--- config.mk ---
export PLATFORM = sky130hd
export DESIGN_NAME = input_conditioner
export DESIGN_NICKNAME = d
export VERILOG_FILES = /design/src/rtl/input_conditioner_pkg.sv /design/src/rtl/input_debounce.sv /design/src/rtl/input_conditioner.sv
export SDC_FILE = /design/constraint.sdc
export NUM_CORES = 1
export LEC_CHECK = 0
export CAP_MARGIN = 10
export CORE_AREA = 5 5 182 184
export DETAILED_ROUTE_END_ITERATION = 10
export DIE_AREA = 0 0 187 189
export PLACE_DENSITY = 0.74
export RECOVER_POWER = 25
export SLEW_MARGIN = 20
export SYNTH_ARGS = -nofsm -noshare
export SYNTH_HDL_FRONTEND = slang
export SYNTH_SLANG_ARGS = --single-unit
--- constraint.sdc ---
create_clock -name clk_i -period 2.9 [get_ports clk_i]
set_clock_uncertainty 0.2 [all_clocks]
set_input_delay 0.29 -clock clk_i [delete_from_list [all_inputs] [get_ports clk_i]]
set_output_delay 0.29 -clock clk_i [all_outputs]
set_load 0.02 [all_outputs]
--- src/rtl/input_conditioner_pkg.sv ---
// Shared types and constants for the input conditioner.
package input_conditioner_pkg;

  // Width of the accepted-press counter.
  localparam int unsigned PressCntW = 8;

  // Button interrupt FSM states.
  typedef enum logic [1:0] {
    StIdle    = 2'd0,
    StPending = 2'd1,
    StHold    = 2'd2
  } irq_state_e;

endpackage

--- src/rtl/input_debounce.sv ---
// Single-channel conditioner: 2-flop synchronizer, stability counter, stable register.
module input_debounce #(
  parameter int unsigned DEBOUNCE_CYCLES = 500000
) (
  input  logic clk_i,
  input  logic rst_i,
  input  logic raw_i,
  output logic stable_o,
  output logic rise_o
);

  localparam int unsigned CntW = $clog2(DEBOUNCE_CYCLES);
  localparam logic [CntW-1:0] CntMax = CntW'(DEBOUNCE_CYCLES - 1);

  logic            sync1_q, sync2_q;
  logic            stable_d, stable_q;
  logic [CntW-1:0] cnt_d, cnt_q;

  // Count consecutive cycles the synchronized input disagrees with the stable level.
  always_comb begin
    stable_d = stable_q;
    cnt_d    = cnt_q;
    if (sync2_q == stable_q) begin
      cnt_d = '0;
    end else if (cnt_q == CntMax) begin
      stable_d = sync2_q;
      cnt_d    = '0;
    end else begin
      cnt_d = cnt_q + CntW'(1);
    end
  end

  // Synchronizer, counter and stable level registers.
  always_ff @(posedge clk_i) begin
    if (rst_i) begin
      sync1_q  <= 1'b0;
      sync2_q  <= 1'b0;
      stable_q <= 1'b0;
      cnt_q    <= '0;
    end else begin
      sync1_q  <= raw_i;
      sync2_q  <= sync1_q;
      stable_q <= stable_d;
      cnt_q    <= cnt_d;
    end
  end

  assign stable_o = stable_q;
  // Flags the edge on which stable_q will go 0->1; driven only from flops.
  assign rise_o   = stable_d & ~stable_q;

endmodule

--- src/rtl/input_conditioner.sv ---
// Debounces a pushbutton and a switch bank; raises an interrupt per accepted press.
module input_conditioner
  import input_conditioner_pkg::*;
#(
  parameter int unsigned DEBOUNCE_CYCLES = 500000,
  parameter int unsigned SW_WIDTH        = 16
) (
  input  logic                 clk_i,
  input  logic                 rst_i,
  input  logic                 btn_i,
  input  logic [SW_WIDTH-1:0]  sw_i,
  output logic                 btn_db_o,
  output logic [SW_WIDTH-1:0]  sw_db_o,
  output logic                 irq_o,
  input  logic                 irq_ack_i,
  output logic                 overrun_o,
  output logic [PressCntW-1:0] press_cnt_o
);

  logic                 btn_rise;
  logic [SW_WIDTH-1:0]  sw_rise_unused;

  irq_state_e           state_d, state_q;
  logic                 irq_d, irq_q;
  logic                 overrun_d, overrun_q;
  logic [PressCntW-1:0] press_cnt_d, press_cnt_q;

  input_debounce #(
    .DEBOUNCE_CYCLES(DEBOUNCE_CYCLES)
  ) u_btn_db (
    .clk_i   (clk_i),
    .rst_i   (rst_i),
    .raw_i   (btn_i),
    .stable_o(btn_db_o),
    .rise_o  (btn_rise)
  );

  for (genvar i = 0; i < SW_WIDTH; i++) begin : g_sw
    input_debounce #(
      .DEBOUNCE_CYCLES(DEBOUNCE_CYCLES)
    ) u_sw_db (
      .clk_i   (clk_i),
      .rst_i   (rst_i),
      .raw_i   (sw_i[i]),
      .stable_o(sw_db_o[i]),
      .rise_o  (sw_rise_unused[i])
    );
  end

  // Next-state, overrun and press-count logic; rise is seen on the same edge btn_db_o rises.
  always_comb begin
    state_d     = state_q;
    overrun_d   = overrun_q;
    press_cnt_d = press_cnt_q + PressCntW'(btn_rise);
    unique case (state_q)
      StIdle: begin
        if (btn_rise) state_d = StPending;
      end
      StPending: begin
        if (btn_rise) begin
          // A new press with an ack replaces the old one; without an ack it is lost.
          overrun_d = ~irq_ack_i;
        end else if (irq_ack_i) begin
          overrun_d = 1'b0;
          state_d   = btn_db_o ? StHold : StIdle;
        end
      end
      StHold: begin
        if (btn_rise)       state_d = StPending;
        else if (!btn_db_o) state_d = StIdle;
      end
      default: state_d = StIdle;
    endcase
    irq_d = (state_d == StPending);
  end

  // FSM and output registers.
  always_ff @(posedge clk_i) begin
    if (rst_i) begin
      state_q     <= StIdle;
      irq_q       <= 1'b0;
      overrun_q   <= 1'b0;
      press_cnt_q <= '0;
    end else begin
      state_q     <= state_d;
      irq_q       <= irq_d;
      overrun_q   <= overrun_d;
      press_cnt_q <= press_cnt_d;
    end
  end

  assign irq_o       = irq_q;
  assign overrun_o   = overrun_q;
  assign press_cnt_o = press_cnt_q;

endmodule

==> impl_table.tex <==
\begin{tabular}{lr}
\hline
Metric & Value \\
\hline
\multicolumn{2}{l}{\textbf{Synth}} \\
Count of synthesis-stage warnings from yosys & 0 \\
Post-synthesis cell area & 16900 sq um \\
Post-synth EDFFs & 0 \\
Yosys reg bits & 386 \\
Synthesized area per cell & 8.760 sq um \\
Seq/Total Area, Yosys & 45.73\% \\
Yosys cell types & 51 \\
Nets in the synthesized netlist & 1968 \\
Dominant synthesized flop cell & dfxtp\_1 \\
Mapped Cells & 1929 \\
Proportion of register bits with asynchronous set or reset after synthesis & 0\% \\
\multicolumn{2}{l}{\textbf{Route}} \\
Routed Antenna Nets & 0 \\
Router iterations before antenna repair & 4 \\
Drt drc & 0 \\
Initial drt markers & about 560 \\
Number of vias after detailed routing & 13241 \\
WL/cell & 12.78 microns \\
Final Routed Wirelength & between 30000 and 40000 microns \\
Per-cell via count in the routed design & between 5 and 6 \\
\multicolumn{2}{l}{\textbf{Worst setup path}} \\
Top fanout value on the critical path & 6 \\
R2R cell count & 9 \\
Worst reg2reg path startpoint & u\_btn\_db.cnt\_q[0] \\
Arr. time, crit path & 2.61 ns \\
CP peak stage delay & 0.34 ns \\
Sort of element at the start of the critical path & flop \\
Critical path, cell by cell & ha\_1 -> and4\_1 -> and2\_0 -> and3\_1 -> ha\_1 -> and3\_1 -> nand3\_1 -> xor2\_1 -> nor2\_1 \\
Critical-path cell with the highest stage delay & dfxtp\_1 \\
Critical Path Start & u\_btn\_db.cnt\_q[0] \\
CP required & 3.10 ns \\
Capture instance of the worst register-to-register path & press\_cnt\_o[5] \\
Register-to-Register Setup Slack & 0.49 ns \\
Endpoint kind of the worst setup timing path & flop \\
Critical Setup Path Class & flop to flop \\
\multicolumn{2}{l}{\textbf{Timing}} \\
Portion of the clock cycle consumed by the worst path in the final layout & 82.96\% \\
Total Neg Setup Slack & 0 ns \\
Maximum achievable frequency & 415.7 MHz \\
Final period demand of the worst path & 2.406 ns \\
Max-slew headroom at the worst pin & 47.60\% \\
Hold Slack & slightly above 0.04 ns \\
Worst-margin pin slew & between 0.7 and 0.8 ns \\
Max-slew violations & 0 \\
Setup repair after global routing missed its margin & no \\
Setup violators final & 0 \\
Post-route setup slack & 0.4941 ns \\
Fin. Hold Viols & 0 \\
\multicolumn{2}{l}{\textbf{Clocking}} \\
Maximum number of buffers from clock root to sink & 3 \\
Clock latency on the worst-skew pair & 0.51 ns \\
Clock tree from TritonCTS & built \\
Clock sinks & 386 \\
Master cell of the clock root buffer & clkbuf\_16 \\
Count of cells resized by post-cts repair & 0 \\
CTS Buf Count & 40 \\
Cts-stage hold buffer count & 0 \\
Post-CTS setup buffers & 0 \\
H-Tree Depth & 2 \\
Clock Pin Slew Worst Setup and Hold Paths & 0.06 ns \\
\multicolumn{2}{l}{\textbf{Floorplan}} \\
Die area & 35340 sq um \\
Die width & 187 microns \\
I/O pin total & 47 \\
Y dimension of the die & roughly 190 microns \\
Core area & 31230 sq um \\
Standard-cell rows & 65 \\
Effective utilization at floorplan & 54.11\% \\
\multicolumn{2}{l}{\textbf{Placed design}} \\
Hpwl dp & between 20000 and 25000 microns \\
Worst setup slack before clock tree synthesis & around 0.55 ns \\
Number of port buffers & 46 \\
Routability congestion estimate from global placement & about 0.82 \\
Instance count after placement with tap cells included & 2331 \\
\multicolumn{2}{l}{\textbf{Global route}} \\
Total gr overflow & 0 \\
Antenna violations before repair & 0 \\
Maximum number of pins on one net before global-route repair & 40 \\
Global-route wire length before repair & 54390 microns \\
GRT Util Overall & 17.05\% \\
Vias in the first global route & 12549 \\
\multicolumn{2}{l}{\textbf{Cells and area}} \\
Diodes inserted & 0 \\
Share of post-route cells with drive strength above 1 & approximately 5.6\% \\
Leading cell types in the layout, fill and taps excluded & 386 x dfxtp\_1, 272 x nor2\_1, 123 x xnor2\_1, 118 x nand2\_1 \\
Net count reported at finish & 2010 \\
Area Overhead vs Synth & 12.71\% \\
Finished Layout Cells & around 2400 \\
Most common library cell in the layout ignoring fill and taps & dfxtp\_1 \\
Number of filler instances in the final layout & 2688 \\
\multicolumn{2}{l}{\textbf{Pwr}} \\
Worst vdd ir & 0.5536 mV \\
Static leakage power & 5.700 nW \\
P per Cell Area & 564.1 nW/um\^{}2 \\
\multicolumn{2}{l}{\textbf{Hold path}} \\
Number of cells traversed by the worst hold path & 2 \\
Hold Startpoint & rst\_i \\
Hold endpoint & g\_sw[1].u\_sw\_db.sync1\_q \\
Worst hold path type & input port to flop \\
\multicolumn{2}{l}{\textbf{Job}} \\
\# Max-Cap Violations & 0 \\
\multicolumn{2}{l}{\textbf{Run status}} \\
Result of the run & finished clean \\
\hline
\end{tabular}
registers in the layout, indices dropped and copies added, names as in the netlist:
register               flops
g_sw.u_sw_db.cnt_q       304
g_sw.u_sw_db.stable_o     16
g_sw.u_sw_db.sync1_q      16
g_sw.u_sw_db.sync2_q      16
irq_o                      1
overrun_o                  1
press_cnt_o                8
state_q                    2
u_btn_db.cnt_q            19
u_btn_db.stable_o          1
u_btn_db.sync1_q           1
u_btn_db.sync2_q           1
worst max path at each step:
stage	slack [ns]	depth (start not counted)	end
final	0.49	9	press_cnt_o[5]
after global routing	0.29	9	press_cnt_o[5]
after CTS	0.54	9	press_cnt_o[5]
after detailed placement	0.55	9	press_cnt_o[5]
after global placement	0.52	5	g_sw[13].u_sw_db.cnt_q[3]
after floorplan	0.66	10	press_cnt_o[5]
metal layers:
metal  GRT usage (%)  wire length [microns]  part of all wire, %
met1           22.19                  14840                   48
met5               0                      0                    0
met4           4.266                    640                  2.1
met2           29.94                  14320                   47
met3           2.563                    885                  2.9
worst max-delay path, delay by kind of cell, from the launching register on:
| kind | cells | cell delay [ns] |
|---|---|---|
| DFF | 1 | 0.34 |
| and+or+nand+nor | 6 | 1.23 |
| adders and majority gates | 2 | 0.37 |
| xor gates and xnor gates | 1 | 0.15 |
where the power goes:
part,internal [W],switching (W)
logic,0.0000577,0.0000745
clock network,0.00330,0.00197
registers,0.00533,0.0000160
total,0.00868,0.00206
synth_stat cells (all sizes together) (4+ instances only):
master,n,share of area (%)
a21oi,99,2.9
and2,10,0.37
and3,23,0.85
and4,36,1.9
buf,28,1.1
clkbuf,38,0.84
dfxtp,386,46
ha,19,1.4
inv,64,1.4
nand2,118,2.6
nand2b,11,0.41
nand3,104,3.1
nand4,79,3.0
nand4b,5,0.26
nor2,272,6.0
nor2b,44,1.6
nor3,26,0.77
nor4,51,1.9
nor4b,27,1.4
nor4bb,7,0.41
o21a,5,0.22
o21ai,64,1.9
o21ba,4,0.24
o21bai,11,0.58
o31ai,30,1.3
o41ai,4,0.21
or2,7,0.26
or3,72,2.7
or4,36,1.6
or4b,6,0.36
xnor2,123,6.4
xor2,103,5.3
kinds of logic after synthesis:
group | share of synthesized area [%]
XOR/XNOR | 11.71
AO/OA/AOI/OAI | 7.960
AND/OR/NAND/NOR | 29.86
buffers and inverters | 3.325
flip-flops | 45.73
adder cells (fa/ha/maj) | 1.407
through the flow:
step                      instance area [sq um]  total power (W)  utilization (%)
after floorplan                           16900         0.005542                -
after global placement                    17690         0.005601            56.63
after detailed placement                  17690         0.005604            56.65
after CTS                                 19070          0.01090            61.08
after global routing                      19040          0.01112            60.98
final                                     19040          0.01074            60.98
area by class of cell:
class                      count  area [sq um]  area share [%]
multi-input combinational   1413          8612           45.22
sequential                   386          7727           40.58
clock buffer                  63          1249           6.557
timing repair buffer          66         578.1           3.035
tap                          402         503.0           2.641
inverter                      64         240.2           1.261
clock inverter                 7         135.1          0.7095
No activity file was read; power rests on OpenSTA's default activity.
